--- config.mk ---
export PLATFORM = sky130hd
export DESIGN_NAME = sprite_map_writer
export DESIGN_NICKNAME = d
export VERILOG_FILES = /design/src/rtl/map_pkg.sv /design/src/rtl/rr_arbiter.sv /design/src/rtl/sprite_map_writer.sv
export SDC_FILE = /design/constraint.sdc
export NUM_CORES = 1
export LEC_CHECK = 0
export CAP_MARGIN = 20
export CORE_AREA = 3 3 169 171
export DETAILED_ROUTE_END_ITERATION = 8
export DIE_AREA = 0 0 172 174
export DONT_BUFFER_PORTS = 1
export PLACE_DENSITY_LB_ADDON = 0.05
export SLEW_MARGIN = 20
export SYNTH_ARGS = -nofsm -noshare
export SYNTH_HDL_FRONTEND = slang
export SYNTH_SLANG_ARGS = --single-unit
--- constraint.sdc ---
create_clock -name CLOCK_50 -period 4.2 [get_ports CLOCK_50]
set_input_delay 0.42 -clock CLOCK_50 [delete_from_list [all_inputs] [get_ports CLOCK_50]]
set_output_delay 0.42 -clock CLOCK_50 [all_outputs]
set_load 0.01 [all_outputs]
--- src/rtl/map_pkg.sv ---
// Shared definitions for the sprite map writer: tile codes, map defaults, FSM states.
package map_pkg;

    localparam int MAP_W_DEF  = 40;
    localparam int MAP_H_DEF  = 30;
    localparam int CODE_W_DEF = 4;

    typedef enum logic [CODE_W_DEF-1:0] {
        EMPTY  = 4'd0,
        WALL   = 4'd1,
        PILL   = 4'd2,
        PACMAN = 4'd3,
        GHOST  = 4'd4,
        POWER  = 4'd5
    } tile_e;

    typedef enum logic [2:0] {
        IDLE,
        RD_OLD,
        WT_OLD,
        WR_OLD,
        RD_NEW,
        WT_NEW,
        WR_NEW,
        DONE
    } state_e;

endpackage

--- src/rtl/rr_arbiter.sv ---
// Round-robin arbiter: one-hot grant; the pointer moves just past the winner on advance.
module rr_arbiter #(
    parameter int N = 4
) (
    input  logic         clk,
    input  logic         rst_n,
    input  logic [N-1:0] req,
    input  logic         advance,
    output logic [N-1:0] grant
);

    localparam int P_W = (N > 1) ? $clog2(N) : 1;

    logic [P_W-1:0] ptr;
    logic [P_W-1:0] grant_idx;
    logic           found;

    // First requester at or above the pointer wins; otherwise wrap to the lowest requester.
    always_comb begin
        grant     = '0;
        grant_idx = '0;
        found     = 1'b0;
        for (int j = 0; j < N; j++) begin
            if (!found && req[j] && (j >= int'(ptr))) begin
                found     = 1'b1;
                grant[j]  = 1'b1;
                grant_idx = P_W'(j);
            end
        end
        for (int j = 0; j < N; j++) begin
            if (!found && req[j]) begin
                found     = 1'b1;
                grant[j]  = 1'b1;
                grant_idx = P_W'(j);
            end
        end
    end

    // Pointer register: channel after the last winner gets top priority next time.
    always_ff @(posedge clk or negedge rst_n) begin
        if (!rst_n) begin
            ptr <= '0;
        end else if (advance && found) begin
            ptr <= (grant_idx == P_W'(N - 1)) ? '0 : grant_idx + P_W'(1);
        end
    end

endmodule

--- src/rtl/sprite_map_writer.sv ---
// Moves sprites on a row-organised tile map: restores the tile under the sprite at its
// old position, then places the sprite code at the new position, remembering what it covered.
//
// state  | meaning
// IDLE   | waiting for a move request; grants one channel
// RD_OLD | address the old row
// WT_OLD | read data arrives; build old-row write data
// WR_OLD | write old row with the shadow tile restored
// RD_NEW | address the new row (re-read so a same-row write is seen)
// WT_NEW | read data arrives; build new-row write data, keep covered tile
// WR_NEW | write new row with the sprite code; covered tile becomes shadow
// DONE   | ack pulse (with error flag if rejected)
module sprite_map_writer
    import map_pkg::*;
#(
    parameter int N_SPR   = 4,
    parameter int MAP_W   = MAP_W_DEF,
    parameter int MAP_H   = MAP_H_DEF,
    parameter int CODE_W  = CODE_W_DEF,
    localparam int ROW_W  = MAP_W * CODE_W,
    localparam int X_W    = $clog2(MAP_W),
    localparam int Y_W    = $clog2(MAP_H)
) (
    input  logic                    CLOCK_50,
    input  logic                    reset_n,
    input  logic [N_SPR-1:0]        mv_req,
    input  logic [N_SPR*X_W-1:0]    cur_x,
    input  logic [N_SPR*X_W-1:0]    nxt_x,
    input  logic [N_SPR*Y_W-1:0]    cur_y,
    input  logic [N_SPR*Y_W-1:0]    nxt_y,
    input  logic [N_SPR*CODE_W-1:0] spr_code,
    output logic [N_SPR-1:0]        mv_ack,
    output logic                    mv_err,
    output logic [Y_W-1:0]          ram_addr,
    output logic [ROW_W-1:0]        ram_wdata,
    output logic                    ram_wren,
    input  logic [ROW_W-1:0]        ram_rdata,
    output logic                    busy
);

    localparam int CH_W  = (N_SPR > 1) ? $clog2(N_SPR) : 1;
    localparam int IDX_W = $clog2(ROW_W);

    state_e state, state_next;

    logic [N_SPR-1:0]  grant;
    logic              advance;
    logic [CH_W-1:0]   g_idx;
    logic [X_W-1:0]    g_cur_x, g_nxt_x;
    logic [Y_W-1:0]    g_cur_y, g_nxt_y;
    logic [CODE_W-1:0] g_code;
    logic              req_bad, req_same;

    logic [CH_W-1:0]   ch_q;
    logic [X_W-1:0]    cur_x_q, nxt_x_q;
    logic [Y_W-1:0]    nxt_y_q;
    logic [CODE_W-1:0] code_q;
    logic [CODE_W-1:0] old_tile_q;
    logic              err_q;
    logic [CODE_W-1:0] shadow [N_SPR];

    // Column 0 sits at the row MSBs.
    function automatic logic [IDX_W-1:0] tile_hi(input logic [X_W-1:0] x);
        return IDX_W'(ROW_W - 1 - CODE_W * int'(x));
    endfunction

    function automatic logic [ROW_W-1:0] put_tile(input logic [ROW_W-1:0]  row,
                                                  input logic [X_W-1:0]    x,
                                                  input logic [CODE_W-1:0] code);
        logic [ROW_W-1:0] r;
        r = row;
        r[tile_hi(x) -: CODE_W] = code;
        return r;
    endfunction

    function automatic logic [CODE_W-1:0] get_tile(input logic [ROW_W-1:0] row,
                                                   input logic [X_W-1:0]   x);
        return row[tile_hi(x) -: CODE_W];
    endfunction

    assign advance = (state == IDLE) && (|mv_req);

    rr_arbiter #(.N(N_SPR)) u_arb (
        .clk     (CLOCK_50),
        .rst_n   (reset_n),
        .req     (mv_req),
        .advance (advance),
        .grant   (grant)
    );

    // Select the granted channel's request fields and classify the move.
    always_comb begin
        g_idx   = '0;
        g_cur_x = '0;
        g_nxt_x = '0;
        g_cur_y = '0;
        g_nxt_y = '0;
        g_code  = '0;
        for (int i = 0; i < N_SPR; i++) begin
            if (grant[i]) begin
                g_idx   = CH_W'(i);
                g_cur_x = cur_x[i*X_W +: X_W];
                g_nxt_x = nxt_x[i*X_W +: X_W];
                g_cur_y = cur_y[i*Y_W +: Y_W];
                g_nxt_y = nxt_y[i*Y_W +: Y_W];
                g_code  = spr_code[i*CODE_W +: CODE_W];
            end
        end
        req_bad  = (int'(g_cur_x) >= MAP_W) || (int'(g_nxt_x) >= MAP_W) ||
                   (int'(g_cur_y) >= MAP_H) || (int'(g_nxt_y) >= MAP_H);
        req_same = (g_cur_x == g_nxt_x) && (g_cur_y == g_nxt_y);
    end

    // State register.
    always_ff @(posedge CLOCK_50 or negedge reset_n) begin
        if (!reset_n) state <= IDLE;
        else          state <= state_next;
    end

    // Next-state logic and state-decoded outputs.
    always_comb begin
        state_next = state;
        mv_ack     = '0;
        mv_err     = 1'b0;
        ram_wren   = 1'b0;
        busy       = (state != IDLE);
        case (state)
            IDLE:    if (advance) state_next = (req_bad || req_same) ? DONE : RD_OLD;
            RD_OLD:  state_next = WT_OLD;
            WT_OLD:  state_next = WR_OLD;
            WR_OLD:  begin state_next = RD_NEW; ram_wren = 1'b1; end
            RD_NEW:  state_next = WT_NEW;
            WT_NEW:  state_next = WR_NEW;
            WR_NEW:  begin state_next = DONE; ram_wren = 1'b1; end
            DONE: begin
                state_next = IDLE;
                mv_err     = err_q;
                for (int i = 0; i < N_SPR; i++) mv_ack[i] = (ch_q == CH_W'(i));
            end
            default: state_next = IDLE;
        endcase
    end

    // Request latch, RAM address/data registers and per-channel shadow tiles.
    always_ff @(posedge CLOCK_50 or negedge reset_n) begin
        if (!reset_n) begin
            ch_q       <= '0;
            cur_x_q    <= '0;
            nxt_x_q    <= '0;
            nxt_y_q    <= '0;
            code_q     <= '0;
            old_tile_q <= '0;
            err_q      <= 1'b0;
            ram_addr   <= '0;
            ram_wdata  <= '0;
            for (int i = 0; i < N_SPR; i++) shadow[i] <= CODE_W'(EMPTY);
        end else begin
            case (state)
                IDLE: if (advance) begin
                    ch_q    <= g_idx;
                    cur_x_q <= g_cur_x;
                    nxt_x_q <= g_nxt_x;
                    nxt_y_q <= g_nxt_y;
                    code_q  <= g_code;
                    err_q   <= req_bad;
                    if (!(req_bad || req_same)) ram_addr <= g_cur_y;
                end
                WT_OLD: ram_wdata <= put_tile(ram_rdata, cur_x_q, shadow[ch_q]);
                WR_OLD: ram_addr  <= nxt_y_q;
                WT_NEW: begin
                    ram_wdata  <= put_tile(ram_rdata, nxt_x_q, code_q);
                    old_tile_q <= get_tile(ram_rdata, nxt_x_q);
                end
                WR_NEW: shadow[ch_q] <= old_tile_q;
                default: ;
            endcase
        end
    end

endmodule

; ---- After elaboration in Yosys (flattened, before gate mapping)
; Cells that the tools add are included.
; Widths: inputs -> output; s select.
[word_totals]
in_bits = 270
out_inout_bits = 172
reg_bits = 214
wordCells = 148
[op_classes]
magnitude_cmp = 9
shifts = 5
eq_ne = 15
n_bitwise = 1
n_mux = 64
addsub = 5
n_reduce_logical = 34
[ops]
columns = cell, n
row1 = $shift 4x10->163 const A, 2
row2 = $shiftx 4x10->163, 2
row3 = $bwmux 160, 2
row4 = $pmux 160 s2, 1
row5 = $shiftx 163x9->4, 1
row6 = $mux 5, 10
row7 = $mux 6, 8
row8 = $mux 4, 8
row9 = $pmux 3 s8, 1
row10 = $neg 8->10, 2
row11 = $mux 1, 19
row12 = $mux 2, 9
row13 = $bwmux 16, 1
row14 = $sub 8x8->8 const A, 2
row15 = $logic_and 1x1->1, 14
row16 = $eq 3x3->1 const B, 4
row17 = $ge 6x6->1 const B, 2
row18 = $ge 5x5->1 const B, 2
row19 = $pmux 5 s2, 1
row20 = $bmux 4 s2, 1
row21 = $demux 4 s2, 1
row22 = $logic_not 1->1, 7
row23 = $eq 2x2->1 const B, 3
row24 = $eq 3x2->1 const B, 2
row25 = other kinds (22), 28

; ---- Logic depth before layout (Yosys ltp)
[logic_depth]
word_depth = 35
ltp_mapped = 14
mapped_depth_nobuf = 10

; ---- Hierarchy
; From an unflattened synthesis, not the netlist that was laid out.
[hier_totals]
cells_unflattened = 1647
area_unflattened_um2 = 15508.6
[modules_own_cells]
columns = mod, n_inst, cells_per_inst, area_per_inst_um2, seq_area_each_um2
row1 = sprite_map_writer, 1, 1608, 15185.8, 5305.1
row2 = rr_arbiter, 1, 39, 322.8, 50.0

; ---- Worst setup path after synthesis
; OpenSTA, ideal clock, no wires.
[synth_path]
path_kind = register to register
startpoint = register nxt_x_q[3]
endpoint = register ram_wdata[52]
stages_incl_launch_ff = 13
setup_time_ns = 0.137
path_buffers = 3
period_less_slack_ns = 3.102
arrival_time_ns = 2.965
required_time_ns = 4.063
setup_slack_ns = 1.098
cell_sequence = dfrtp_1 clkinv_1 buf_1 ha_1 xnor2_1 nor2b_1 clkbuf_1 and2_0 clkbuf_1 nand2_1 mux2_2 o22ai_1 a21oi_1
[synth_between]
elab_chain_cells = 5
word_cells_on_any_way = 6
cone_classes = 2 x add/sub / 2 x shift / 2 x mux
[synth_lines]
columns = element, line_no
row1 = from (decl), sprite_map_writer.sv:55  ; logic [X_W-1:0] cur_x_q, nxt_x_q;
row2 = from (signal assigned), sprite_map_writer.sv:162  ; nxt_x_q <= g_nxt_x;
row3 = $sub 8x8->8 (*), sprite_map_writer.sv:64  ; return IDX_W'(ROW_W - 1 - CODE_W * int'(x));
row4 = $neg 8->10 (*), sprite_map_writer.sv:72  ; r[tile_hi(x) -: CODE_W] = code;
row5 = $shiftx 4x10->163 / $shift 4x10->163 (equally long branches), sprite_map_writer.sv:72
row6 = $bwmux 160 (*), sprite_map_writer.sv:72
row7 = $pmux 160 s2 (*), sprite_map_writer.sv:158  ; case (state)
row8 = to (signal assigned), sprite_map_writer.sv:168  ; WT_OLD: ram_wdata <= put_tile(ram_rdata, cur_x_q, shadow[ch_q]);
row9 = to (signal assigned), sprite_map_writer.sv:171  ; ram_wdata <= put_tile(ram_rdata, nxt_x_q, code_q);
row10 = to (decl), sprite_map_writer.sv:35  ; output logic [ROW_W-1:0] ram_wdata,
; Mark *: on every way between the ends. The rest lies on a longest branch, timed or not.
; A chain may end at the register's enable or synchronous reset.

; ---- Worst setup path in the final report
[layout_path]
startpoint = register u_arb.ptr[0]
endpoint = register ram_addr[0]
[layout_between]
elab_chain_cells = 34
word_cells_on_any_way = 66
cone_classes = 7 x order compare / 3 x eq/ne / 33 x mux / 23 x reduce/logical
[layout_lines]
columns = element, line_no
row1 = from (decl), rr_arbiter.sv:14  ; logic [P_W-1:0] ptr;
row2 = from (signal assigned), rr_arbiter.sv:44  ; ptr <= (grant_idx == P_W'(N - 1)) ? '0 : grant_idx + P_W'(1);
row3 = $ge 1x2->1, rr_arbiter.sv:24  ; if (!found && req[j] && (j >= int'(ptr))) begin
row4 = $logic_and 1x1->1, rr_arbiter.sv:24
row5 = $mux 1, rr_arbiter.sv:24
row6 = $logic_not 1->1, rr_arbiter.sv:24
row7 = $logic_and 1x1->1 (2 in series), rr_arbiter.sv:24
row8 = $mux 1, rr_arbiter.sv:24
row9 = $logic_not 1->1, rr_arbiter.sv:24
row10 = $logic_and 1x1->1 (2 in series), rr_arbiter.sv:24
row11 = [15 not listed], -
row12 = $mux 1, rr_arbiter.sv:31  ; if (!found && req[j]) begin
row13 = $mux 6, sprite_map_writer.sv:100  ; if (grant[i]) begin
row14 = $ge 6x6->1, sprite_map_writer.sv:109  ; req_bad = (int'(g_cur_x) >= MAP_W) || (int'(g_nxt_x) >= MAP_W) ||
row15 = $logic_or 1x1->1 (2 in series), sprite_map_writer.sv:109
row16 = $logic_or 1x1->1, sprite_map_writer.sv:110  ; (int'(g_cur_y) >= MAP_H) || (int'(g_nxt_y) >= MAP_H);
row17 = $logic_or 1x1->1, sprite_map_writer.sv:166  ; if (!(req_bad || req_same)) ram_addr <= g_cur_y;
row18 = $ne 2x2->1 (no line), -
row19 = $reduce_and 3->1 (no line), -
row20 = to (signal assigned), sprite_map_writer.sv:166
row21 = to (signal assigned), sprite_map_writer.sv:169  ; WR_OLD: ram_addr <= nxt_y_q;
row22 = to (decl), sprite_map_writer.sv:34  ; output logic [Y_W-1:0] ram_addr,
; Several ways; a longest one is shown, not always the timed one. The select of a mux whose other input is x is not followed.

==> out/qor.txt <==
status = finished, violations left
failing checks = hold timing
Max Slew Vio Count = 0
area delta synth->final = 6.47%
Logic pwr share = 49.0%
grt total ovfl = 0
Port Buf Inserts = 0
Switching Share = 49.7%
Detailed Place HPWL = 40.3 mm
Final Setup Violations = 0
Min-Delay Path Class = in2async
RSZ-0062 raised after global routing = no
TritonCTS Buffers = 26
H-tree depth = 1
number of global-route vias before repair = 13,200
1st-pass router iterations = 9
final core occ = 58.1%
Critical Path AT = 4.08 ns
final setup TNS = 0 ns
Top FF cell, synth = dfrtp_1
nets = 1,721
Root Buffer = clkbuf_16
Starting Density = 54.6%
Ys Warns = 0
WHS = -0.412 ns
antenna cells = 0
Post-DRT Antenna Nets = 0
post-synth cell types = 59
area leader, netlist = dfrtp_1
Die H = 174 um
ratio of routed vias to standard cells = 7.30
Post-CTS Setup Bufs = 0
Worst-path clk slew = 0.06 ns
largest net degree at the start of global routing = 215
Worst path slowest cell = and2_1
P_leak = 6.19 nW
first-pass GRT wire length = 85.2 mm
peak supply drop = 452 uV
Post-Synthesis Cells = 1,531
register share of total power = 35.2%
final wirelength = 57.8 mm
FP Rows = 60
IO Pins = 442
Post-synth top cells = dfrtp_1 (214), a21oi_1 (193), mux2i_1 (182)
Post-Syn Area = 14,700 sq um
sequential area share after synthesis = 36.3%
Clock Skews = 0.0177 ns
Clk Latency, worst-skew pair = 0.54 ns
die area = 29,900 sq um
CTS tree = built
synth top area cells = dfrtp_1 (36%), mux2i_1 (12%), mux2_2 (11%), mux4_2 (7.9%), a21oi_1 (6.6%)
top-count cell post-synth = dfrtp_1
GPL Wtd Cong = 0.953
residual DRC count = 0
EDFF count, synth = 0
flops & latches, synth = 214
min cycle time layout = 3.67 ns
Max FO, Critical Path = 28
Setup crit end kind = flop
Chip Width = 172 um
FF-to-FF Start = u_arb.ptr[0]
Pint = 0.00692 W
initial DRC count = 1,359
Mapped Nets = 1,803
Final Hold Viols = 214
clock share of power = 15.8%
Peak Freq = 273 MHz
CP max stage delay = 0.80 ns
DR WL/cell = 32.0 um
via count = 13,200
initial antenna violation count = 1
Synth Area per Inst = 9.63 sq um
P_sw = 0.00683 W
Core Box Area = 27,000 sq um
Max Cap Viol = 0
pwr/cell area = 876 nW/um^2
Final period util = 87.3%
clock tree buffer depth = 3
kind of critical path = reg2reg
CP startpoint = u_arb.ptr[0]
Worst-Margin Slew = 0.967 ns
startpoint type of the worst setup path = flop
critical path required time = 4.62 ns
clock sinks = 214
GRT Util Overall = 37.0%
Slew headroom = 35.3%
share of layout cells above drive strength 1 = 19.2%
Post-synth ARST share = 100%
crit path cell chain = and2b_1 > o221ai_2 > and2_1 > a221oi_1 > o21ai_1 > nand2_1 > o311ai_0 > a41o_1 > a211oi_1 > a311o_1
post-synth top area share = 36.3%
-- final timing paths --
path | end | slack [ns] | cells past startpoint
min reg2reg | nxt_y_q[4] | 0.48 | 2
max | ram_addr[0] | 0.53 | 10
max in group asynchronous | ram_wdata[1] | 4.24 | 0
max reg2reg | ram_addr[0] | 0.53 | 10
min | ram_wdata[120] | -0.41 | 0
min in group CLOCK_50 | nxt_x_q[0] | 0.04 | 2
-- area by class of cell --
type,count,area [sq um]
Multi-Input combinational cell,1161,8810
Tap cell,341,427
Sequential cell,214,5360
Fill cell,2366,11300
Clock buffer,38,767
Clock inverter,6,33.8
Inverter,16,60.1
Timing Repair Buffer,30,241
-- power by group through the flow --
stage	registers, W	clock network (W)	logic, W
floorplan	0.00400	0	0.00515
global placement	0.00483	0	0.00648
detailed placement	0.00484	0	0.00658
CTS	0.00482	0.00220	0.00660
global route	0.00496	0.00227	0.00724
finish	0.00484	0.00217	0.00674
-- sequential cells by signal, summed over array words and instances, names as in the netlist --
register / cells
code_q: 4
err_q: 1
nxt_x_q: 6
shadow: 16
nxt_y_q: 5
old_tile_q: 4
ram_wdata: 160
state: 3
ch_q: 2
u_arb.ptr: 2
ram_addr: 5
cur_x_q: 6
-- logic make-up after synthesis --
kind of cell,synth area share (%)
AOI/OAI and AO/OA,17.8
muxes,30.8
and+or+nand+nor,10.0
DFF,36.3
buffers and inverters,4.29
xor gates and xnor gates,0.594
adders and majority gates,0.170
-- placed cells by master (no fill, tap or decap), types with 4 or more instances in the layout --
cell / count
clkbuf_1: 6
a21oi_1: 193
nand2_1: 132
nand2b_1: 9
mux4_2: 52
inv_1: 14
clkbuf_8: 5
nand3_1: 42
o22ai_1: 122
nor3_1: 8
dfrtp_1: 210
xnor2_1: 7
or3_1: 4
mux2_2: 138
o21ai_0: 61
nor2b_1: 8
a222oi_1: 15
mux2i_1: 182
clkinv_2: 5
nor2_1: 90
clkbuf_16: 27
and3_1: 7
buf_4: 28
o21ai_1: 8
a221oi_1: 8
nor3b_1: 4
a31oi_1: 12
o221ai_1: 6
-- critical path: cells and delay by family, from the launching register on --
kind | cells | cell delay (ns)
DFF | 1 | 0.46
AOI/OAI and AO/OA | 7 | 1.99
and+or+nand+nor | 3 | 1.11
-- through the flow --
step	hold WS [ns]	power, W	worst slack, ns	cells	cell area, sq um
global route	-0.427	0.0145	0.282	1806	15700
detailed placement	0.135	0.0114	0.635	1762	14900
finish	-0.412	0.0138	0.532	1806	15700
floorplan	0.124	0.00915	1.10	1531	14700
global placement	0.133	0.0113	0.805	1762	14900
CTS	-0.428	0.0136	0.639	1806	15700
-- timing repair --
| item | CTS | global route |
|---|---|---|
| hold endpoints to repair | 214 | 214 |
| endpoints found under the setup margin | 0 | 0 |
| resized for setup | 0 | 0 |
-- per-layer routing --
metal	vias to the layer above	part of all wire, %	global-route usage, %	wire length [um]
li1	5602	-	-	-
met2	819	45	56.8	26300
met5	-	0.019	0	11
met4	2	3.7	12.4	2120
met3	139	13	14.5	7690
met1	6630	38	47.9	21700
Power figures use the tool's default switching activity.
